===== config.mk =====
export PLATFORM = sky130hd
export DESIGN_NAME = actor_motion_engine
export DESIGN_NICKNAME = d
export VERILOG_FILES = /design/src/rtl/actor_motion_engine.sv
export SDC_FILE = /design/constraint.sdc
export NUM_CORES = 1
export LEC_CHECK = 0
export BUFFER_PORTS_ARGS = -buffer_cell sky130_fd_sc_hd__buf_2
export CAP_MARGIN = 20
export CORE_ASPECT_RATIO = 0.7
export CORE_MARGIN = 4
export CORE_UTILIZATION = 45
export DETAILED_ROUTE_END_ITERATION = 8
export HOLD_SLACK_MARGIN = 0.1
export PLACE_DENSITY = 0.65
export REMOVE_ABC_BUFFERS = 1
export SETUP_SLACK_MARGIN = 0.3
export SYNTH_ARGS = -nofsm -noshare
export SYNTH_HDL_FRONTEND = slang
export SYNTH_SLANG_ARGS = --single-unit

===== constraint.sdc =====
create_clock -name i_clk -period 3.9 [get_ports i_clk]
set_clock_uncertainty 0.05 [all_clocks]
set_input_delay 0 -clock i_clk [delete_from_list [all_inputs] [get_ports i_clk]]
set_output_delay 0 -clock i_clk [all_outputs]
set_load 0.02 [all_outputs]

===== src/rtl/actor_motion_engine.sv =====
// Sequential per-tick movement engine for N_ACTORS sprites sharing one collision-map port.
// Optional macro ACTOR_MOTION_ENGINE_OVERRUN_CNT_EN adds o_overrun_cnt (dropped tick edges).
module actor_motion_engine #(
    parameter int N_ACTORS   = 4,
    parameter int STEP       = 4,
    parameter int TILE_SHIFT = 4,
    parameter int SCREEN_W   = 800,
    parameter int SCREEN_H   = 600,
    parameter int START_X    = 64,
    parameter int START_Y    = 64
) (
    input  logic                    i_clk,
    input  logic                    i_rst,
    input  logic                    i_tick,
    input  logic [4*N_ACTORS-1:0]   i_dir_req,
    output logic [5:0]              o_map_x,
    output logic [4:0]              o_map_y,
    output logic                    o_map_rd,
    input  logic                    i_map_tile,
    output logic [10*N_ACTORS-1:0]  o_pos_x,
    output logic [10*N_ACTORS-1:0]  o_pos_y,
    output logic [3*N_ACTORS-1:0]   o_dir,
    output logic                    o_busy,
    output logic                    o_done
`ifdef ACTOR_MOTION_ENGINE_OVERRUN_CNT_EN
    ,
    output logic [7:0]              o_overrun_cnt
`endif
);

    localparam int IDX_W = (N_ACTORS > 1) ? $clog2(N_ACTORS) : 1;
    localparam logic [IDX_W-1:0] LAST_IDX = IDX_W'(N_ACTORS - 1);
    localparam int T = 1 << TILE_SHIFT;

    localparam logic [10:0] STEP_W = 11'(STEP);
    localparam logic [10:0] W_MAX  = 11'(SCREEN_W - 1);
    localparam logic [10:0] H_MAX  = 11'(SCREEN_H - 1);
    localparam logic [10:0] TILE   = 11'(T);
    localparam logic [10:0] HALF   = 11'(T / 2);
    localparam logic [10:0] TLOW   = 11'(T - 1);

    localparam logic [2:0] DIR_RIGHT = 3'b000;
    localparam logic [2:0] DIR_DOWN  = 3'b001;
    localparam logic [2:0] DIR_LEFT  = 3'b010;
    localparam logic [2:0] DIR_UP    = 3'b101;

    typedef enum logic [2:0] {
        S_IDLE, S_LATCH, S_MOVE, S_SNAP, S_PROBE, S_WAIT, S_COMMIT, S_DONE
    } state_t;

    state_t            state;
    logic [IDX_W-1:0]  idx;
    logic              tick_q;
    logic              tick_edge;
    logic [3:0]        req;
    logic [9:0]        cand_x, cand_y;
    logic [2:0]        cand_dir;
    logic              moving;
    logic              wall;

    logic [9:0]        cur_x, cur_y;
    logic [2:0]        cur_dir;
    logic [10:0]       x11, y11;
    logic [9:0]        mv_x, mv_y;
    logic [2:0]        mv_dir;
    logic [9:0]        sn_x, sn_y;
    logic [10:0]       px, py;

    function automatic logic [9:0] snap(input logic [9:0] c);
        logic [10:0] base;
        base = {1'b0, c} & ~TLOW;
        if (({1'b0, c} & TLOW) >= HALF)
            base = base + TILE;
        return base[9:0];
    endfunction

    assign tick_edge = i_tick & ~tick_q;
    assign cur_x     = o_pos_x[10*idx +: 10];
    assign cur_y     = o_pos_y[10*idx +: 10];
    assign cur_dir   = o_dir[3*idx +: 3];
    assign x11       = {1'b0, cur_x};
    assign y11       = {1'b0, cur_y};

    // Candidate move: up > right > down > left, wrapping at the screen edges.
    always_comb begin
        mv_x   = cur_x;
        mv_y   = cur_y;
        mv_dir = cur_dir;
        if (req[3]) begin
            mv_y   = (y11 < STEP_W) ? H_MAX[9:0] : 10'(y11 - STEP_W);
            mv_dir = DIR_UP;
        end else if (req[2]) begin
            mv_x   = (x11 + STEP_W > W_MAX) ? 10'd0 : 10'(x11 + STEP_W);
            mv_dir = DIR_RIGHT;
        end else if (req[1]) begin
            mv_y   = (y11 + STEP_W > H_MAX) ? 10'd0 : 10'(y11 + STEP_W);
            mv_dir = DIR_DOWN;
        end else if (req[0]) begin
            mv_x   = (x11 < STEP_W) ? W_MAX[9:0] : 10'(x11 - STEP_W);
            mv_dir = DIR_LEFT;
        end
    end

    // Bit 0 of the facing code is the vertical flag; a turn snaps the cross-axis coordinate.
    always_comb begin
        sn_x = cand_x;
        sn_y = cand_y;
        if (cand_dir[0] != cur_dir[0]) begin
            if (cand_dir[0])
                sn_x = snap(cand_x);
            else
                sn_y = snap(cand_y);
        end
        case (cand_dir)
            DIR_UP: begin
                px = {1'b0, sn_x} + HALF;
                py = {1'b0, sn_y};
            end
            DIR_RIGHT: begin
                px = {1'b0, sn_x} + TILE;
                py = {1'b0, sn_y} + HALF;
            end
            DIR_DOWN: begin
                px = {1'b0, sn_x} + HALF;
                py = {1'b0, sn_y} + TILE;
            end
            default: begin
                px = {1'b0, sn_x};
                py = {1'b0, sn_y} + HALF;
            end
        endcase
    end

    always_ff @(posedge i_clk) begin
        if (i_rst) begin
            state    <= S_IDLE;
            idx      <= '0;
            tick_q   <= 1'b0;
            req      <= '0;
            cand_x   <= '0;
            cand_y   <= '0;
            cand_dir <= '0;
            moving   <= 1'b0;
            wall     <= 1'b0;
            o_map_x  <= '0;
            o_map_y  <= '0;
            o_map_rd <= 1'b0;
            o_pos_x  <= {N_ACTORS{10'(START_X)}};
            o_pos_y  <= {N_ACTORS{10'(START_Y)}};
            o_dir    <= '0;
            o_busy   <= 1'b0;
            o_done   <= 1'b0;
        end else begin
            tick_q <= i_tick;
            case (state)
                S_IDLE: begin
                    if (tick_edge) begin
                        idx    <= '0;
                        o_busy <= 1'b1;
                        state  <= S_LATCH;
                    end
                end
                S_LATCH: begin
                    req   <= i_dir_req[4*idx +: 4];
                    state <= S_MOVE;
                end
                // The idle-actor decision is made here on the latched request, giving LATCH/MOVE/COMMIT.
                S_MOVE: begin
                    cand_x   <= mv_x;
                    cand_y   <= mv_y;
                    cand_dir <= mv_dir;
                    moving   <= |req;
                    state    <= (|req) ? S_SNAP : S_COMMIT;
                end
                S_SNAP: begin
                    cand_x   <= sn_x;
                    cand_y   <= sn_y;
                    o_map_x  <= 6'(px >> TILE_SHIFT);
                    o_map_y  <= 5'(py >> TILE_SHIFT);
                    o_map_rd <= 1'b1;
                    state    <= S_PROBE;
                end
                S_PROBE: begin
                    o_map_rd <= 1'b0;
                    state    <= S_WAIT;
                end
                S_WAIT: begin
                    wall  <= i_map_tile;
                    state <= S_COMMIT;
                end
                S_COMMIT: begin
                    if (moving) begin
                        o_dir[3*idx +: 3] <= cand_dir;
                        if (!wall) begin
                            o_pos_x[10*idx +: 10] <= cand_x;
                            o_pos_y[10*idx +: 10] <= cand_y;
                        end
                    end
                    if (idx == LAST_IDX) begin
                        o_done <= 1'b1;
                        state  <= S_DONE;
                    end else begin
                        idx   <= idx + 1'b1;
                        state <= S_LATCH;
                    end
                end
                S_DONE: begin
                    o_done <= 1'b0;
                    o_busy <= 1'b0;
                    state  <= S_IDLE;
                end
                default: state <= S_IDLE;
            endcase
        end
    end

`ifdef ACTOR_MOTION_ENGINE_OVERRUN_CNT_EN
    always_ff @(posedge i_clk) begin
        if (i_rst)
            o_overrun_cnt <= '0;
        else if (tick_edge && state != S_IDLE && o_overrun_cnt != 8'hFF)
            o_overrun_cnt <= o_overrun_cnt + 8'd1;
    end
`else
    // Tick edges arriving mid-pass are dropped without any record.
`endif

endmodule


==> results.yml <==
route:
  wl_per_cell_um: 20.80
  drc: 0
  drtAntennaViolNets: 0
  finalWirelength_um: 31280
  dr.pass1.iters: 6
  post_drt_via_cell_ratio: 6.168
  drtIter0Drc: 1223
  vias: 9276
timing:
  finalWorstSetupSlack_ns: 0.5214
  tightest_slew_ns: 0.8382
  whs_ns: 0.3978
  slew_viol_final: 0
  max_freq_mhz: 296.0
  min_period_ns: 3.379
  relSlewSlack_pct: 43.92
  period_share_pct: 86.63
  grt_setup_unrepaired: "false"
  setup_viol: 0
  hold_viol: 0
die:
  dieArea_sq_mm: 0.02229
  initial_utilization_pct: 46.64
  io_pins: 126
  core_area_sq_mm: 0.01923
  placementRows: 42
  die_h_um: 126.1
  die_width_um: 176.8
worst_setup_path:
  path_delay_family: "simple AND/OR/NAND/NOR gates"
  crit_buf_inv: 2
  end_kind: "flop"
  cp_data_required_time_ns: 4.20
  crit_type: "reg2reg"
  max_stage_delay_ns: 0.58
  crit_path_start_kind: "flop"
  worstPathArrival_ns: 3.67
  slowest_stage: "dfxtp_2"
  crit_top_cell: "buf_4"
  crit_fanout: 12
  worstPathCellList: "buf_4, buf_4, mux4_2, nand3_2, nor2_1, nor4bb_1, a311o_1, a211oi_2, o32ai_2"
grt:
  grt_max_degree: 74
  track_usage_pct: 27.36
  grt_pass1_wl_um: 48510
  antenna_found_initial: 1
  first_global_vias: 8489
  grt.overflow.total: 0
flow_run:
  cap_violations: 0
cells_and_area:
  layout_commonest_cell: "nor2_1"
  area_delta_synth_final_pct: 16.44
  layout_common_cells: "156 x nor2_1, 139 x dfxtp_1, 124 x buf_2"
  drive_gt1_share_pct: 20.00
  finish.utilization_pct: 54.31
  antenna_cells: 0
  fin_nets: 1265
cts:
  clkTransAtPathRegs_ns: 0.07
  cts_inserted_buffers: 17
  cts_num_sinks: 141
  clk_latency_ns: 0.44
  cts_buffer_depth: 2
  cts_tree: "yes"
  h-tree-depth: 4
  clockRootBuffer: "clkbuf_16"
synth:
  syn_inst: 1135
  synth_edf_count: 0
  async_flop_share_pct: 0
  synth_top_flop_cell: "dfxtp_1"
  syn-cell-area_sq_mm: 0.008971
  synth-seq-area-share_pct: 31.46
  syn_area_per_cell_sq_um: 7.904
  ys_ff_latch: 141
  yosys_warnings: 0
  ys_types: 81
placed_design:
  post-dp-hpwl_um: 22740
  portBuffers: 125
  post-place-ws_ns: 0.6298
  place_congestion: 0.9455
worst_hold_path:
  worstHoldPathType: "reg2reg"
status:
  outcome: "finished clean"
power_and_ir_drop:
  power_density_mw_per_mm2: 328.1
  ir_drop_mv: 0.2886
  power_leakage_uw: 0.003849
timing repair:
item                       CTS  global route
hold endpoints to repair    25             0
hold buffers                13             0
resized for setup            0             0
setup endpoints to repair    0             0
buffers inserted             0             0
sequential cells by signal, summed over array words and instances, names as in the netlist:
signal and flops:
o_pos_x 40, o_pos_y 40, o_dir 12, cand_x 10, cand_y 10, o_map_x 6, o_map_y 5, req 4
cand_dir 3, state 3, idx 2, moving 1, o_busy 1, o_done 1, o_map_rd 1, tick_q 1
wall 1
cell usage after synthesis, types with 7 or more instances:
cell        n  area share [%]
nand2_1   118             4.9
nand2b_1   15             1.0
or2_2       7            0.49
and2_1     11            0.77
nand4_1    20             1.4
mux2i_1    22             2.5
dfxtp_1   141              31
mux2_2     10             1.3
xor2_1      9            0.88
and3_1      7            0.49
a211oi_1   25             2.1
nand3b_1    7            0.59
a31oi_1    12            0.84
inv_1      21            0.88
nor2_1    156             6.5
a22oi_1    30             2.5
mux4_2     29             7.3
ha_1       18             2.5
a21oi_1    95             5.3
buf_1       9            0.38
nand3_1    33             1.8
xnor2_1    17             1.7
nor3b_1     7            0.59
nor2b_1    14            0.98
nor3_1     57             3.2
clkbuf_1   67             2.8
o21ai_0    49             2.7
buf_2      10            0.56
final timing paths:
| path | startpoint | end | slack [ns] | cells after the start |
|---|---|---|---|---|
| max reg2reg | idx[1] | cand_y[5] | 0.52 | 9 |
| max | idx[1] | cand_y[5] | 0.52 | 9 |
| min reg2reg | o_map_y[2] | o_map_y[2] | 0.40 | 2 |
| min | o_map_y[2] | o_map_y[2] | 0.40 | 2 |
metal layers:
metal | up-vias | global-route usage, % | part of all wire (%)
li1 | 4327 | - | -
met1 | 4385 | 40.68 | 45
met4 | 2 | 7.094 | 1.4
met3 | 41 | 7.759 | 11
met5 | - | 0 | 0.022
met2 | 521 | 38.80 | 42
stage by stage:
stage / total power, uW / cell area, sq um / std cells / setup TNS [ns]
2_1_floorplan: 1741 / 8571 / 1041 / -86.42
3_3_place_gp: 1872 / 9764 / 1459 / 0
3_5_place_dp: 1872 / 9764 / 1459 / 0
4_1_cts: 3426 / 10450 / 1504 / 0
5_1_grt: 3543 / 10450 / 1504 / 0
6_report: 3427 / 10450 / 1504 / 0
cells by family (layout without fill, tap and decap cells):
family | count (synthesis) | after routing | share of synthesized area [%]
muxes | 61 | 61 | 10.99
adders and majority gates | 18 | 18 | 2.511
xor gates and xnor gates | 26 | 26 | 2.538
DFF | 141 | 141 | 31.46
and+or+nand+nor | 483 | 483 | 25.79
buffers and inverters | 118 | 223 | 5.467
AOI/OAI and AO/OA | 288 | 288 | 21.24
report_power, final:
part           leakage [uW]  total (uW)  switching (uW)  internal, uW
clock              0.000259        1570             733           834
sequential          0.00114        1530            64.1          1460
combinational       0.00245         331             209           122
total               0.00385        3430            1010          2420
final cells by class:
type | instances | area, sq um
clock inverter | 14 | 122.6
inverter | 24 | 90.09
multi-input combinational | 876 | 5658
clock buffer | 18 | 429.2
timing repair buffer | 167 | 988.4
sequential | 141 | 2828
fill | 1880 | 8787
tap | 264 | 330.3
tightest hold or removal path, cell delays in order, from the launching register on:
cell     delay, ns
dfxtp_1       0.30
nand2_1       0.05
a21oi_1       0.05
Note: power is estimated with default switching activity, not from simulation.
